<file path="config.mk">
export PLATFORM = sky130hd
export DESIGN_NAME = glitch_filter_flat
export DESIGN_NICKNAME = d
export VERILOG_FILES = /design/src/rtl/glitch_filter_if.sv /design/src/rtl/glitch_filter.sv /design/src/flat_wrapper.sv
export SDC_FILE = /design/constraint.sdc
export NUM_CORES = 1
export LEC_CHECK = 0
export BUFFER_PORTS_ARGS = -buffer_cell sky130_fd_sc_hd__buf_4
export CORE_ASPECT_RATIO = 0.7
export CORE_MARGIN = 5
export CORE_UTILIZATION = 57
export CTS_BUF_LIST = sky130_fd_sc_hd__clkbuf_8
export DETAILED_ROUTE_END_ITERATION = 16
export PLACE_DENSITY = 0.79
export SKIP_CTS_REPAIR_TIMING = 1
export SLEW_MARGIN = 40
export SYNTH_ARGS = -nofsm -noshare
export SYNTH_HDL_FRONTEND = slang
export SYNTH_SLANG_ARGS = --single-unit
</file>
<file path="constraint.sdc">
create_clock -name clk -period 4 [get_ports clk]
set_input_delay 0.8 -clock clk [delete_from_list [all_inputs] [get_ports clk]]
set_output_delay 0.8 -clock clk [all_outputs]
set_load 0.03 [all_outputs]
</file>
<file path="src/rtl/glitch_filter_if.sv">
// -----------------------------------------------------------------------------
// glitch_filter_if
//   Bundles the control, data and monitor signals of the glitch filter so that
//   the filter and whatever drives it share one typed connection.
//
//   Signals:
//     en           - filter enable; 0 freezes filter state, dout, flags, counter
//     bypass       - 1: dout follows the synchronised input, no glitch detection
//     clr          - synchronous clear of glitch_flag and glitch_cnt
//     din          - raw, possibly hazardous, channel inputs
//     dout         - filtered outputs (registered)
//     glitch_pulse - one-cycle strobe per channel when a glitch is rejected
//     glitch_flag  - sticky per-channel glitch seen
//     glitch_cnt   - saturating count of rejected glitches over all channels
//
//   Modports:
//     master - the side that drives en/bypass/clr/din and observes the results
//     slave  - the filter itself
// -----------------------------------------------------------------------------
interface glitch_filter_if #(
  parameter int WIDTH = 4,
  parameter int CNT_W = 8
);

  logic             en;
  logic             bypass;
  logic             clr;
  logic [WIDTH-1:0] din;
  logic [WIDTH-1:0] dout;
  logic [WIDTH-1:0] glitch_pulse;
  logic [WIDTH-1:0] glitch_flag;
  logic [CNT_W-1:0] glitch_cnt;

  modport master (
    output en, bypass, clr, din,
    input  dout, glitch_pulse, glitch_flag, glitch_cnt
  );

  modport slave (
    input  en, bypass, clr, din,
    output dout, glitch_pulse, glitch_flag, glitch_cnt
  );

endinterface

</file>
<file path="src/rtl/glitch_filter.sv">
// -----------------------------------------------------------------------------
// glitch_filter
//   Multi-channel glitch (static hazard) filter and monitor. Each channel is
//   passed through a two-flop synchroniser; the filtered output only follows a
//   change once the synchronised input has held the new value for
//   STABLE_CYCLES consecutive clocks. Shorter excursions are rejected, strobed
//   on glitch_pulse, latched in glitch_flag and counted in glitch_cnt.
//
//   Parameters:
//     WIDTH         - number of independent channels
//     STABLE_CYCLES - cycles a changed input must hold before dout follows (>=1)
//     CNT_W         - width of the saturating glitch event counter
//
//   Ports:
//     clk   - rising-edge clock
//     rst_n - synchronous active-low reset
//     bus   - glitch_filter_if slave modport (en, bypass, clr, din in;
//             dout, glitch_pulse, glitch_flag, glitch_cnt out)
// -----------------------------------------------------------------------------
module glitch_filter #(
  parameter int WIDTH         = 4,
  parameter int STABLE_CYCLES = 3,
  parameter int CNT_W         = 8
) (
  input  logic            clk,
  input  logic            rst_n,
  glitch_filter_if.slave  bus
);

  localparam int RUN_W = (STABLE_CYCLES < 1) ? 1 : $clog2(STABLE_CYCLES + 1);

  // Run value at which one more differing cycle completes the stable window.
  localparam logic [RUN_W-1:0] RUN_LAST = RUN_W'(STABLE_CYCLES - 1);

  localparam logic [31:0] CNT_MAX = 32'((64'd1 << CNT_W) - 64'd1);

  logic [WIDTH-1:0]            sync1_q;
  logic [WIDTH-1:0]            sync_q;
  logic [WIDTH-1:0][RUN_W-1:0] run_q, run_d;
  logic [WIDTH-1:0]            dout_q, dout_d;
  logic [WIDTH-1:0]            pulse_q, pulse_d;
  logic [WIDTH-1:0]            flag_q, flag_d;
  logic [CNT_W-1:0]            cnt_q, cnt_d;

  logic [WIDTH-1:0]            glitchVec;
  logic [31:0]                 popCnt;
  logic [31:0]                 cntSum;
  logic [CNT_W-1:0]            cntBase;

  // Next-state logic. Each channel is IDLE while run is 0 and PENDING while a
  // differing input is being timed. A return to dout while PENDING is a
  // rejected glitch. clr wipes the history but still records this cycle's
  // glitches so that no event is lost at the moment of clearing.
  always_comb begin
    run_d     = run_q;
    dout_d    = dout_q;
    flag_d    = flag_q;
    cnt_d     = cnt_q;
    glitchVec = '0;
    popCnt    = '0;
    cntSum    = '0;
    cntBase   = cnt_q;

    if (bus.en) begin
      if (bus.bypass) begin
        dout_d = sync_q;
        run_d  = '0;
      end else begin
        for (int i = 0; i < WIDTH; i++) begin
          if (sync_q[i] != dout_q[i]) begin
            if (run_q[i] == RUN_LAST) begin
              dout_d[i] = sync_q[i];
              run_d[i]  = '0;
            end else begin
              run_d[i] = run_q[i] + RUN_W'(1);
            end
          end else if (run_q[i] != '0) begin
            run_d[i]     = '0;
            glitchVec[i] = 1'b1;
          end
        end
      end

      for (int i = 0; i < WIDTH; i++) begin
        popCnt = popCnt + 32'(glitchVec[i]);
      end

      if (bus.clr) begin
        flag_d  = glitchVec;
        cntBase = '0;
      end else begin
        flag_d  = flag_q | glitchVec;
      end

      // Sum in 32 bits so a many-channel burst cannot wrap before saturation.
      cntSum = 32'(cntBase) + popCnt;
      if (cntSum > CNT_MAX) begin
        cnt_d = '1;
      end else begin
        cnt_d = cntSum[CNT_W-1:0];
      end
    end

    pulse_d = glitchVec;
  end

  // State registers. The synchroniser runs even when the filter is disabled so
  // that re-enabling sees an up-to-date input. Reset overrides everything.
  always_ff @(posedge clk) begin
    if (!rst_n) begin
      sync1_q <= '0;
      sync_q  <= '0;
      run_q   <= '0;
      dout_q  <= '0;
      pulse_q <= '0;
      flag_q  <= '0;
      cnt_q   <= '0;
    end else begin
      sync1_q <= bus.din;
      sync_q  <= sync1_q;
      run_q   <= run_d;
      dout_q  <= dout_d;
      pulse_q <= pulse_d;
      flag_q  <= flag_d;
      cnt_q   <= cnt_d;
    end
  end

  assign bus.dout         = dout_q;
  assign bus.glitch_pulse = pulse_q;
  assign bus.glitch_flag  = flag_q;
  assign bus.glitch_cnt   = cnt_q;

endmodule

</file>
<file path="src/flat_wrapper.sv">
// flat-port wrapper written by rule: the top's interface ports become plain ports
module glitch_filter_flat 
#(
  parameter int WIDTH         = 4,
  parameter int STABLE_CYCLES = 3,
  parameter int CNT_W         = 8
)
  (clk, rst_n, bus_en, bus_bypass, bus_clr, bus_din, bus_dout, bus_glitch_pulse, bus_glitch_flag, bus_glitch_cnt);
  glitch_filter_if #(.WIDTH(WIDTH), .CNT_W(CNT_W)) bus_i ();
  input  logic clk;
  input  logic rst_n;
  input wire logic [$bits(bus_i.en)-1:0] bus_en;
  input wire logic [$bits(bus_i.bypass)-1:0] bus_bypass;
  input wire logic [$bits(bus_i.clr)-1:0] bus_clr;
  input wire logic [$bits(bus_i.din)-1:0] bus_din;
  output wire logic [$bits(bus_i.dout)-1:0] bus_dout;
  output wire logic [$bits(bus_i.glitch_pulse)-1:0] bus_glitch_pulse;
  output wire logic [$bits(bus_i.glitch_flag)-1:0] bus_glitch_flag;
  output wire logic [$bits(bus_i.glitch_cnt)-1:0] bus_glitch_cnt;
  assign bus_i.en = bus_en;
  assign bus_i.bypass = bus_bypass;
  assign bus_i.clr = bus_clr;
  assign bus_i.din = bus_din;
  assign bus_dout = bus_i.dout;
  assign bus_glitch_pulse = bus_i.glitch_pulse;
  assign bus_glitch_flag = bus_i.glitch_flag;
  assign bus_glitch_cnt = bus_i.glitch_cnt;
  glitch_filter #(.WIDTH(WIDTH), .STABLE_CYCLES(STABLE_CYCLES), .CNT_W(CNT_W)) u_core (.clk(clk), .rst_n(rst_n), .bus(bus_i));
endmodule
</file>
==> results.json <==
{
  "synth_top_cell_by_area": "dfxtp_1",
  "dieArea_mm2": 0.00413,
  "synthTopCellsByCount": "dfxtp_1, nor2_1, o21ai_0, and2_1",
  "async_reset_ff_share_pct": 0,
  "synth_xor_xnor_area_share_pct": 2.62,
  "slew_violations": 0,
  "final_area_mm2": 0.00200,
  "synth_area_leaders": "dfxtp_1, and2_1, o21ai_0",
  "core_area_mm2": 0.00280,
  "clock_skew_ns": 0.00308,
  "hold_class": "flop to flop",
  "power.clock.fraction_pct": 44.8,
  "cts.reportedPaths.clkPinSlew_ns": 0.07,
  "io_pins": 29,
  "seq_area_frac_synth_pct": 43.2,
  "fillers": 217,
  "grt_max_degree": 37,
  "r2r_start": "u_core.bus.dout[0]$_SDFFE_PN0P_",
  "yosysTopAreaCellShare_pct": 43.2,
  "p_leak_nw": 0.847,
  "netlist_instances": 179,
  "swShare_pct": 21.1,
  "synth-simple-area-share_pct": 24.2,
  "cts.sinks": 36,
  "grt_overflow": 0,
  "ys_ff_latch": 36,
  "synth_cell_types": 39,
  "setup_tns_ns": 0,
  "start_kind": "flop",
  "power.density_mw_per_mm2": 384,
  "drc_errors": 0,
  "cap_violations": 0,
  "htreeDepth": 2,
  "port_buffers": 28,
  "layout-drive-gt1-share_pct": 21.8,
  "grt_pass1_wl_um": 5620,
  "finalSetupViolations": 0,
  "rows": 16,
  "numCtsBuffers": 5,
  "initial_core_util_pct": 59.6,
  "status": "finished, final reports clean",
  "fin_crit_sh_pct": 77.5,
  "p_seq_share_pct": 48.1,
  "p_sw_uw": 162,
  "avgRoutedWirePerCell_um": 14.0,
  "cp.required_ns": 4.18,
  "die_h_um": 55.3,
  "root_buffer": "clkbuf_8",
  "drtAntennaViolNets": 0,
  "synthesis.area_mm2": 0.00167,
  "ys.flop_type": "dfxtp_1",
  "grt_pass1_vias": 1234,
  "cp-end-kind": "flop",
  "grt_antenna_before_repair": 0,
  "hold_viol_final": 0,
  "avgSynthCellArea_um2": 9.32,
  "vias_per_cell": 5.54,
  "critPathMaxFanout": 4,
  "min_period_ns": 3.10,
  "total_power_uw": 770,
  "post_dp_cell_area_mm2": 0.00188,
  "dpl.hpwl_um": 2410,
  "clock_path_buffers": 2,
  "drt_iter0_markers": 87,
  "synthToLayoutAreaGrowth_pct": 20.1,
  "antenna_cells": 0,
  "max_slew_margin_pct": 62.5,
  "max_freq_mhz": 323,
  "synth_edf_count": 0,
  "tightest_slew_ns": 0.562,
  "yosysWarnings": 0,
  "routed_wl_um": 3380,
  "pwr-share-comb_pct": 7.1,
  "synth_mux_area_share_pct": 3.00,
  "yosys.area_share.adder_pct": 6.15,
  "first_pass_iters": 4,
  "vias": 1340,
  "final_nets": 221,
  "syn_nets": 195,
  "die_x_um": 74.7,
  "cp_data_arrival_time_ns": 3.28,
  "hp-start": "u_core.sync1_q[3]$_SDFF_PN0_",
  "grt.total_usage_pct": 17.5,
  "synth_top_family_by_area": "simple AND/OR/NAND/NOR gates",
  "synth_most_common_cell": "dfxtp_1",
  "synth_compound_area_share_pct": 16.0,
  "worstSetupPathType": "flop to flop",
  "intPower_uw": 608,
  "clk_latency_ns": 0.29,
  "gp_routability_congestion": 0.791,
  "cts_tree": "yes",
  "crit_path_start": "u_core.bus.dout[0]$_SDFFE_PN0P_",
  "peakVddDrop_mv": 0.266,
  "rsz0062_at_grt": "no"
}
## layout make-up
type	count	area, um2	share of cell area, %
repair buffers	28	210	10.5
multi-input cells	125	868	43.3
inverters	9	33.8	1.69
flip-flops and latches	36	721	36.0
clock inverters	1	30.0	1.50
clock buffers	7	96.3	4.81
well taps	36	45.0	2.25
## cell usage in the layout (no fill, tap or decap), drive strengths merged, types with 2 or more instances in the layout
| cell type | count |
|---|---|
| buf | 28 |
| nand2 | 6 |
| xnor2 | 3 |
| nand3 | 5 |
| a21oi | 9 |
| dfxtp | 36 |
| or2 | 2 |
| clkbuf | 7 |
| ha | 5 |
| and2 | 11 |
| a41o | 2 |
| nand3b | 3 |
| o221a | 3 |
| nand2b | 9 |
| nor3b | 2 |
| inv | 9 |
| fa | 2 |
| and3 | 2 |
| a31oi | 5 |
| nor2 | 14 |
| xor2 | 2 |
| o21ai | 13 |
| nor2b | 10 |
| nor3 | 3 |
| mux2i | 5 |
## sequential cells by signal (all words and copies together) (netlist names)
name and flops:
u_core.bus.dout 4, u_core.bus.glitch_cnt 8, u_core.bus.glitch_flag 4, u_core.bus.glitch_pulse 4
u_core.run_q 8, u_core.sync1_q 4, u_core.sync_q 4
## power groups by stage
| stage | clock (mW) | combinational (mW) | sequential [mW] |
|---|---|---|---|
| floorplan | 0 | 0.0321 | 0.383 |
| global placement | 0 | 0.0531 | 0.378 |
| detailed placement | 0 | 0.0545 | 0.378 |
| CTS | 0.351 | 0.0549 | 0.370 |
| global route | 0.366 | 0.0609 | 0.371 |
| finish | 0.345 | 0.0547 | 0.370 |
## kinds of logic after synthesis
| family | count (synthesis) |
|---|---|
| AO/OA/AOI/OAI | 38 |
| AND/OR/NAND/NOR | 70 |
| XOR/XNOR | 5 |
| multiplexers | 5 |
| buffers and inverters | 18 |
| adder cells (fa/ha/maj) | 7 |
| flip-flops | 36 |
## critical path, cell delays in order (launching register included)
cell     delay (ns)
dfxtp_1        0.33
xnor2_1        0.21
o21ai_0        0.22
nor2_1         0.14
ha_1           0.24
inv_1          0.08
fa_1           0.41
inv_1          0.06
ha_1           0.15
inv_1          0.05
fa_1           0.44
nor2b_4        0.17
or2_4          0.14
a31oi_1        0.08
o221a_2        0.26
## final timing paths
check	to	slack (ns)	cells past startpoint
min reg2reg	u_core.sync_q[3]$_SDFF_PN0_	0.43	1
max reg2reg	u_core.bus.glitch_cnt[4]$_SDFFE_PN0P_	0.90	14
max	u_core.bus.glitch_cnt[4]$_SDFFE_PN0P_	0.90	14
min	u_core.sync_q[3]$_SDFF_PN0_	0.43	1
## per-stage QoR
stage | hold WS (ns) | worst slack [ns] | cells | util [%]
after floorplan | 0.412 | 0.724 | 179 | -
after global placement | 0.417 | 0.775 | 234 | 67.0
after detailed placement | 0.424 | 0.672 | 234 | 67.0
after CTS | 0.441 | 0.905 | 242 | 71.5
after global routing | 0.462 | 0.644 | 242 | 71.5
final | 0.435 | 0.901 | 242 | 71.5
## metal layers
layer | global-route usage, % | up-vias | share of wire [%]
li1 | - | 671 | -
met1 | 24.9 | 627 | 48
met2 | 24.2 | 31 | 44
met3 | 5.43 | 11 | 5.5
met4 | 7.61 | 0 | 2.7
met5 | 0 | - | 0
Power figures use the tool's default switching activity.
